### config.mk
export PLATFORM = sky130hd
export DESIGN_NAME = layer_load_sequencer
export DESIGN_NICKNAME = d
export VERILOG_FILES = /design/src/rtl/mlb_pkg.sv /design/src/rtl/layer_load_sequencer.sv
export SDC_FILE = /design/constraint.sdc
export NUM_CORES = 1
export LEC_CHECK = 0
export CORE_UTILIZATION = 45
export DETAILED_ROUTE_END_ITERATION = 6
export GPL_TIMING_DRIVEN = 0
export PLACE_DENSITY = 0.74
export SLEW_MARGIN = 20
export SYNTH_ARGS = -nofsm -noshare
export SYNTH_HDL_FRONTEND = slang
export SYNTH_SLANG_ARGS = --single-unit
### constraint.sdc
create_clock -name clk -period 4.4 [get_ports clk]
set_input_delay 1.32 -clock clk [delete_from_list [all_inputs] [get_ports clk]]
set_output_delay 1.32 -clock clk [all_outputs]
set_load 0.02 [all_outputs]
### src/rtl/mlb_pkg.sv
// Shared definitions for the multi_layer_buffer load path.
// Holds the header field positions, the layer id width, the load FSM state
// encoding and the per-layer address stride helper.
package mlb_pkg;

  localparam int HDR_ID_LSB = 0;
  localparam int HDR_ID_MSB = 2;
  localparam int HDR_N_LSB  = 16;
  localparam int HDR_N_MSB  = 31;
  localparam int HDR_N_W    = HDR_N_MSB - HDR_N_LSB + 1;
  localparam int LAYER_ID_W = 3;

  typedef enum logic [1:0] {
    IDLE  = 2'd0,
    LOAD  = 2'd1,
    DRAIN = 2'd2,
    DONE  = 2'd3
  } ld_state_t;

  // Words per layer region: the top three address bits select the layer.
  function automatic int unsigned stride(input int unsigned addr_w);
    return 32'd1 << (addr_w - 3);
  endfunction

endpackage

### src/rtl/layer_load_sequencer.sv
// layer_load_sequencer
// Turns a framed valid/ready word stream (header + N payload words per layer)
// into registered writes on multi_layer_buffer's host port, and tracks which
// layers hold a complete, error-free image.
// Ports:
//   clk, rst                      clock, synchronous active-high reset
//   s_valid/s_ready/s_data/s_last input word stream
//   host_wr_en/host_layer_id/host_addr/host_wdata  buffer write port (registered)
//   layer_valid, layer_valid_clr  per-layer loaded flags and clear requests
//   busy, load_done               packet in progress / end-of-packet pulse
//   load_err, err_clr             sticky error flag and its clear
module layer_load_sequencer
  import mlb_pkg::*;
#(
  parameter int NUM_LAYERS = 8,
  parameter int ADDR_WIDTH = 16,
  parameter int DATA_WIDTH = 32
) (
  input  logic                  clk,
  input  logic                  rst,
  input  logic                  s_valid,
  output logic                  s_ready,
  input  logic [DATA_WIDTH-1:0] s_data,
  input  logic                  s_last,
  output logic                  host_wr_en,
  output logic [LAYER_ID_W-1:0] host_layer_id,
  output logic [ADDR_WIDTH-1:0] host_addr,
  output logic [DATA_WIDTH-1:0] host_wdata,
  output logic [NUM_LAYERS-1:0] layer_valid,
  input  logic [NUM_LAYERS-1:0] layer_valid_clr,
  output logic                  busy,
  output logic                  load_done,
  output logic                  load_err,
  input  logic                  err_clr
);

  localparam int unsigned STRIDE = stride(ADDR_WIDTH);

  ld_state_t             state, nstate;
  logic [LAYER_ID_W-1:0] id_q;
  logic [ADDR_WIDTH-1:0] addr_cnt;
  logic [HDR_N_W-1:0]    remaining;
  logic                  pkt_err;

  logic                  accept;
  logic                  err_set;
  logic                  enter_load;
  logic [LAYER_ID_W-1:0] hdr_id;
  logic [HDR_N_W-1:0]    hdr_n;

  function automatic logic hdr_legal(input logic [LAYER_ID_W-1:0] id,
                                     input logic [HDR_N_W-1:0] n);
    return (n != '0) && (32'(n) <= STRIDE) && (32'(id) < NUM_LAYERS);
  endfunction

  assign hdr_id    = s_data[HDR_ID_MSB:HDR_ID_LSB];
  assign hdr_n     = s_data[HDR_N_MSB:HDR_N_LSB];
  // Held low while rst is asserted so no beat is taken in the reset cycle.
  assign s_ready   = !rst && (state != DONE);
  assign accept    = s_valid && s_ready;
  assign busy      = (state != IDLE);
  assign load_done = (state == DONE);

  always_comb begin
    nstate     = state;
    err_set    = 1'b0;
    enter_load = 1'b0;
    unique case (state)
      IDLE: if (accept) begin
        if (s_last) begin
          err_set = 1'b1;
          nstate  = DONE;
        end else if (hdr_legal(hdr_id, hdr_n)) begin
          enter_load = 1'b1;
          nstate     = LOAD;
        end else begin
          err_set = 1'b1;
          nstate  = DRAIN;
        end
      end
      LOAD: if (accept) begin
        if (remaining == HDR_N_W'(1)) begin
          err_set = !s_last;
          nstate  = s_last ? DONE : DRAIN;
        end else if (s_last) begin
          err_set = 1'b1;
          nstate  = DONE;
        end
      end
      DRAIN: if (accept && s_last) nstate = DONE;
      DONE:  nstate = IDLE;
      default: nstate = IDLE;
    endcase
  end

  // ---- control registers: FSM, counters, flags ----
  always_ff @(posedge clk) begin
    if (rst) begin
      state       <= IDLE;
      id_q        <= '0;
      addr_cnt    <= '0;
      remaining   <= '0;
      pkt_err     <= 1'b0;
      load_err    <= 1'b0;
      layer_valid <= '0;
    end else begin
      state <= nstate;

      if (state == IDLE && accept) begin
        id_q      <= hdr_id;
        addr_cnt  <= '0;
        remaining <= hdr_n;
        pkt_err   <= err_set;
      end else begin
        if (state == LOAD && accept) begin
          addr_cnt  <= addr_cnt + 1'b1;
          remaining <= remaining - 1'b1;
        end
        if (err_set) pkt_err <= 1'b1;
      end

      if (err_set)      load_err <= 1'b1;
      else if (err_clr) load_err <= 1'b0;

      // Clear requests first, then a fresh load invalidates its layer, and a
      // clean DONE sets it last so a same-cycle clear loses.
      for (int i = 0; i < NUM_LAYERS; i++) begin
        if (enter_load && LAYER_ID_W'(i) == hdr_id)
          layer_valid[i] <= 1'b0;
        else if (state == DONE && !pkt_err && LAYER_ID_W'(i) == id_q)
          layer_valid[i] <= 1'b1;
        else if (layer_valid_clr[i])
          layer_valid[i] <= 1'b0;
      end
    end
  end

  // ---- write port stage: one cycle behind the accepted beat ----
  always_ff @(posedge clk) begin
    if (rst) begin
      host_wr_en    <= 1'b0;
      host_layer_id <= '0;
      host_addr     <= '0;
      host_wdata    <= '0;
    end else begin
      host_wr_en <= (state == LOAD) && accept;
      if ((state == LOAD) && accept) begin
        host_layer_id <= id_q;
        host_addr     <= addr_cnt;
        host_wdata    <= s_data;
      end
    end
  end

endmodule

* Word level (Yosys, flattened, before mapping) *
Cells that the tools add are included.

cells by class
  add/subtract/negate cells = 2
  order comparisons = 1
  equality and inequality tests = 23
  mux-type cells = 42
  reduce and logical (&&, ||, !) cells = 52

operators with widths
  kind                                                   count
  two-way mux 16 bit                                     2
  two-way mux 1 bit                                      31
  equality test 3 bit, first input constant              8
  nonzero test 2 bit                                     12
  logical AND 1 bit                                      23
  OR reduction 2 bit                                     9
  adder 16 x 1 -> 16 bit, second input constant          1
  equality test 16 x 1 -> 1 bit, second input constant   1
  <= comparator 16 x 14 -> 1 bit, second input constant  1
  nonzero test 16 bit                                    1
  subtractor 16 x 1 -> 16 bit, second input constant     1
  two-way mux 2 bit                                      7
  equality test 2 x 3 -> 1 bit, first input constant     4
  != test 2 bit, second input constant                   4
  one-hot mux 2 bit (4 select lines)                     1
  equality test 1 x 3 -> 1 bit, first input constant     2
  zero test 3 bit                                        2
  equality test 2 bit, second input constant             2
  AND reduction 4 bit                                    1
  zero test 1 bit                                        3
  != test 3 bit, second input constant                   1
  equality test 2 x 1 -> 1 bit, second input constant    1
  zero test 2 bit                                        1
  one-hot mux 1 bit (2 select lines)                     1

word-level totals
  flip-flop bits (word level) = 99
  input bits = 45

* Logic depth before layout (Yosys ltp) *
  word-level depth = 8
  gate-level depth with buffers = 10

* Worst setup path after synthesis *
Ideal clock, no wire load.

  kind = input port to output port
  start point = in rst
  end point = out s_ready
  arrival time = 2.281 ns
  setup slack = 0.799 ns
  stages = 4
  buffers on the path = 3
  cells stage by stage = clkbuf_1 > clkbuf_1 > clkbuf_1 > nor2_1

on the way
  longest elaborated chain between the ends = 2

RTL lines
  element            RTL line                    source
  from (decl)        layer_load_sequencer.sv:20  input logic rst,
  zero test 1 bit    layer_load_sequencer.sv:59  assign s_ready = !rst && (state != DONE);
  logical AND 1 bit  layer_load_sequencer.sv:59
  to (decl)          layer_load_sequencer.sv:22  output logic s_ready,

Every way passes these cells.

* Final worst setup path *
Ends and elaborated chain as after synthesis.

==> impl_results.md <==
- Synthesized net count: 599
- DR WL met3: 902 µm
- Die area: 0.01010 mm²
- Share of cells above drive strength 1: 4.354%
- Root Driver: clkbuf_8
- Max-slew violation count: 0
- Routability cong.: 0.8345
- IO Count: 109
- Crit path buf inv count: 3
- Crit start category: input pin
- Pleak: 1.951 nW
- Final instance area: 0.005783 mm²
- Crit-path cells: dlymetal6s2s_1, clkbuf_4, nor2_1, clkdlybuf4s50_1
- Outcome: completed
- DRT met1 WL: 5204 µm
- Dpl hpwl: 9011 µm
- Post-Layout Cell Count: 795
- Top-area cell type share of the netlist area: 45.40%
- RSZ-0062 raised after global routing: no
- Initial Util: 46.80%
- Final core occ: 62.00%
- Vias in the first global route: 4,133
- CTS Buf Count: 9
- Largest net degree at the start of global routing: 20
- Global-route usage over all layers: 24.82%
- Final wirelength: 12,260 µm
- Register area share after synthesis: 45.40%
- Top Layer Used: met4
- Cells after synthesis: 545
- 1st-iter DRT viols: 227
- Post-CTS Setup Inserts: 0
- Arrival time at the worst endpoint: 2.71 ns
- Register bit total from synthesis: 99
- Slew Limit Headroom: 50.14%
- Worst Clk Skew: 0.01700 ns
- Synth-to-Final Area Change: 32.47%
- Mapped Area: 0.004365 mm²
- Fillers: 854
- Global-route wire length before repair: 19,810 µm
- Critical Path Max Stage Delay: 0.55 ns
- Worst slack at placement: -0.6360 ns
- Synth Flop Type: dfxtp_1
- Met2 Wirelength: 5985 µm
- Htree depth: 3
- Max capacitance violation total: 0
- DR DRC count: 0
- Fin crit period: 4.026 ns
- Row count: 35
- CP endpoint kind: output pin
- Worst setup margin: 0.3742 ns
- R2R Setup Slk: 0.89 ns
- Nets: 715
- Commonest cells post-synth: 131 x nand2_1, 99 x dfxtp_1, 72 x a21oi_1
- Die X: 100.5 µm
- Yosys top cell by area: dfxtp_1
- F_max: 0.2484 GHz
- Post-synth EDFFs: 0
- Critical path's top delay family: buffers and inverters
- Grt ovf: 0
- Actual slew at the worst max-slew pin: 0.7417 ns
- CTS tree: built
- Placed instance count: 781
- Hold buffer count at CTS: 0
- Clk_lat worst skew: 0.37 ns
- Worst Path Required: 3.08 ns
- Synth top area cells: dfxtp_1 45%, nand2_1 11%, a21oi_1 8.3%
- Clk buf depth: 2
- Pwr/cell area: 385.2 mW/mm²
- Post-DP Area: 0.005604 mm²
- CP max FO: 19
- Hold slack: 0.4570 ns
- 1st-pass router iterations: 5
- HP Class: reg2reg
- Asr flop ratio synth: 0%
- Die span in y: 100.5 µm
- DR WL/cell: 15.42 µm
- Peak VDD IR: 0.2261 mV
- Clock slew at reported path FFs: 0.08 ns
- # setup viols final: 0
- CP max-delay cell: clkdlybuf4s50_1
- Count leader, synth: nand2_1
- Diode count: 0
- DRT antenna net count: 0
- Crit Path Category: in2out
- Clock Sinks: 99
- Period utilization: 91.50%
- Antenna violations before repair: 0
- Via density: 5.552
- Syn Area/Cell: 8.010 µm²
- Port bufs: 107
- Final Hold Fails: 0
- Warnings, synthesis: 0
- Core area: 0.009328 mm²
- Vias: 4,414
- Synth unique cells: 54
## cell usage in the layout, fill, tap and decap left out, types with 7 or more instances in the layout
| cell | instances |
|---|---|
| nand2_1 | 131 |
| clkdlybuf4s50_1 | 106 |
| dfxtp_1 | 99 |
| a21oi_1 | 72 |
| clkbuf_1 | 31 |
| o21ai_0 | 25 |
| nor2_1 | 21 |
| inv_1 | 14 |
| nand3_1 | 12 |
| xor2_1 | 10 |
| clkbuf_8 | 10 |
| nand4_1 | 9 |
| ha_1 | 9 |
| or3_1 | 7 |
| nor2b_1 | 7 |
## worst reg2reg max path, cell delays in order (launching register included)
cell and delay [ns]:
dfxtp_1 0.38, or4_4 0.58, or3_2 0.45, nor2_1 0.17
nand3_1 0.10, ha_1 0.22, or4b_1 0.54, a222oi_1 0.55
nor3_1 0.13, a221o_1 0.29
## path summary, 6_finish.rpt
check,start,end,cells past startpoint
worst min register to register,host_wdata[22],host_wdata[22],2
worst min-delay path,host_wdata[22],host_wdata[22],2
worst max register to register,remaining[7],state[0],9
worst max-delay path,rst,s_ready,4
## timing repair
action	in CTS	in global routing
endpoints found under the setup margin	1	1
pin swaps	0	0
gates resized for setup	2	1
## flip-flops by register name, summed over array words and instances, names as in the netlist
signal / count
host_wdata: 32
addr_cnt: 16
host_addr: 16
remaining: 16
layer_valid: 8
host_layer_id: 3
id_q: 3
state: 2
host_wr_en: 1
load_err: 1
pkt_err: 1
## metrics by stage
stage	total power [W]	setup TNS [ns]
after CTS	0.002232	0
after global placement	0.001672	-0.5969
after detailed placement	0.001696	-0.6360
after global routing	0.002351	0
after floorplan	0.001455	0
final	0.002228	0
## layout make-up
class | instances | area, µm² | share of cell area (%)
Buffer | 35 | 137.6 | 2.380
Multi-Input combinational cell | 394 | 2192 | 37.91
Timing Repair Buffer | 107 | 1074 | 18.56
Inverter | 15 | 56.30 | 0.9736
Sequential cell | 99 | 1982 | 34.27
Clock buffer | 11 | 141.4 | 2.445
Clock inverter | 5 | 38.79 | 0.6707
Tap cell | 129 | 161.4 | 2.791
## power breakdown
part           internal, W  switching [W]
Sequential        0.000965      0.0000618
Combinational     0.000269       0.000391
Clock             0.000223       0.000317
## kinds of logic (layout without fill, tap and decap cells)
family	after synthesis	in the layout	synth area share (%)
adders and majority gates	9	9	2.580
DFF	99	99	45.40
AOI/OAI and AO/OA	130	130	17.28
muxes	3	3	0.7165
xor gates and xnor gates	12	12	2.408
buffers and inverters	52	173	4.529
and+or+nand+nor	240	240	27.09
## metal layers
metal | track usage (%) | vias to the layer above
met5 | 0 | -
met3 | 7.004 | 19
met4 | 8.250 | 0
met2 | 40.78 | 153
li1 | - | 2139
met1 | 31.34 | 2103
No activity file was read; power rests on OpenSTA's default activity.
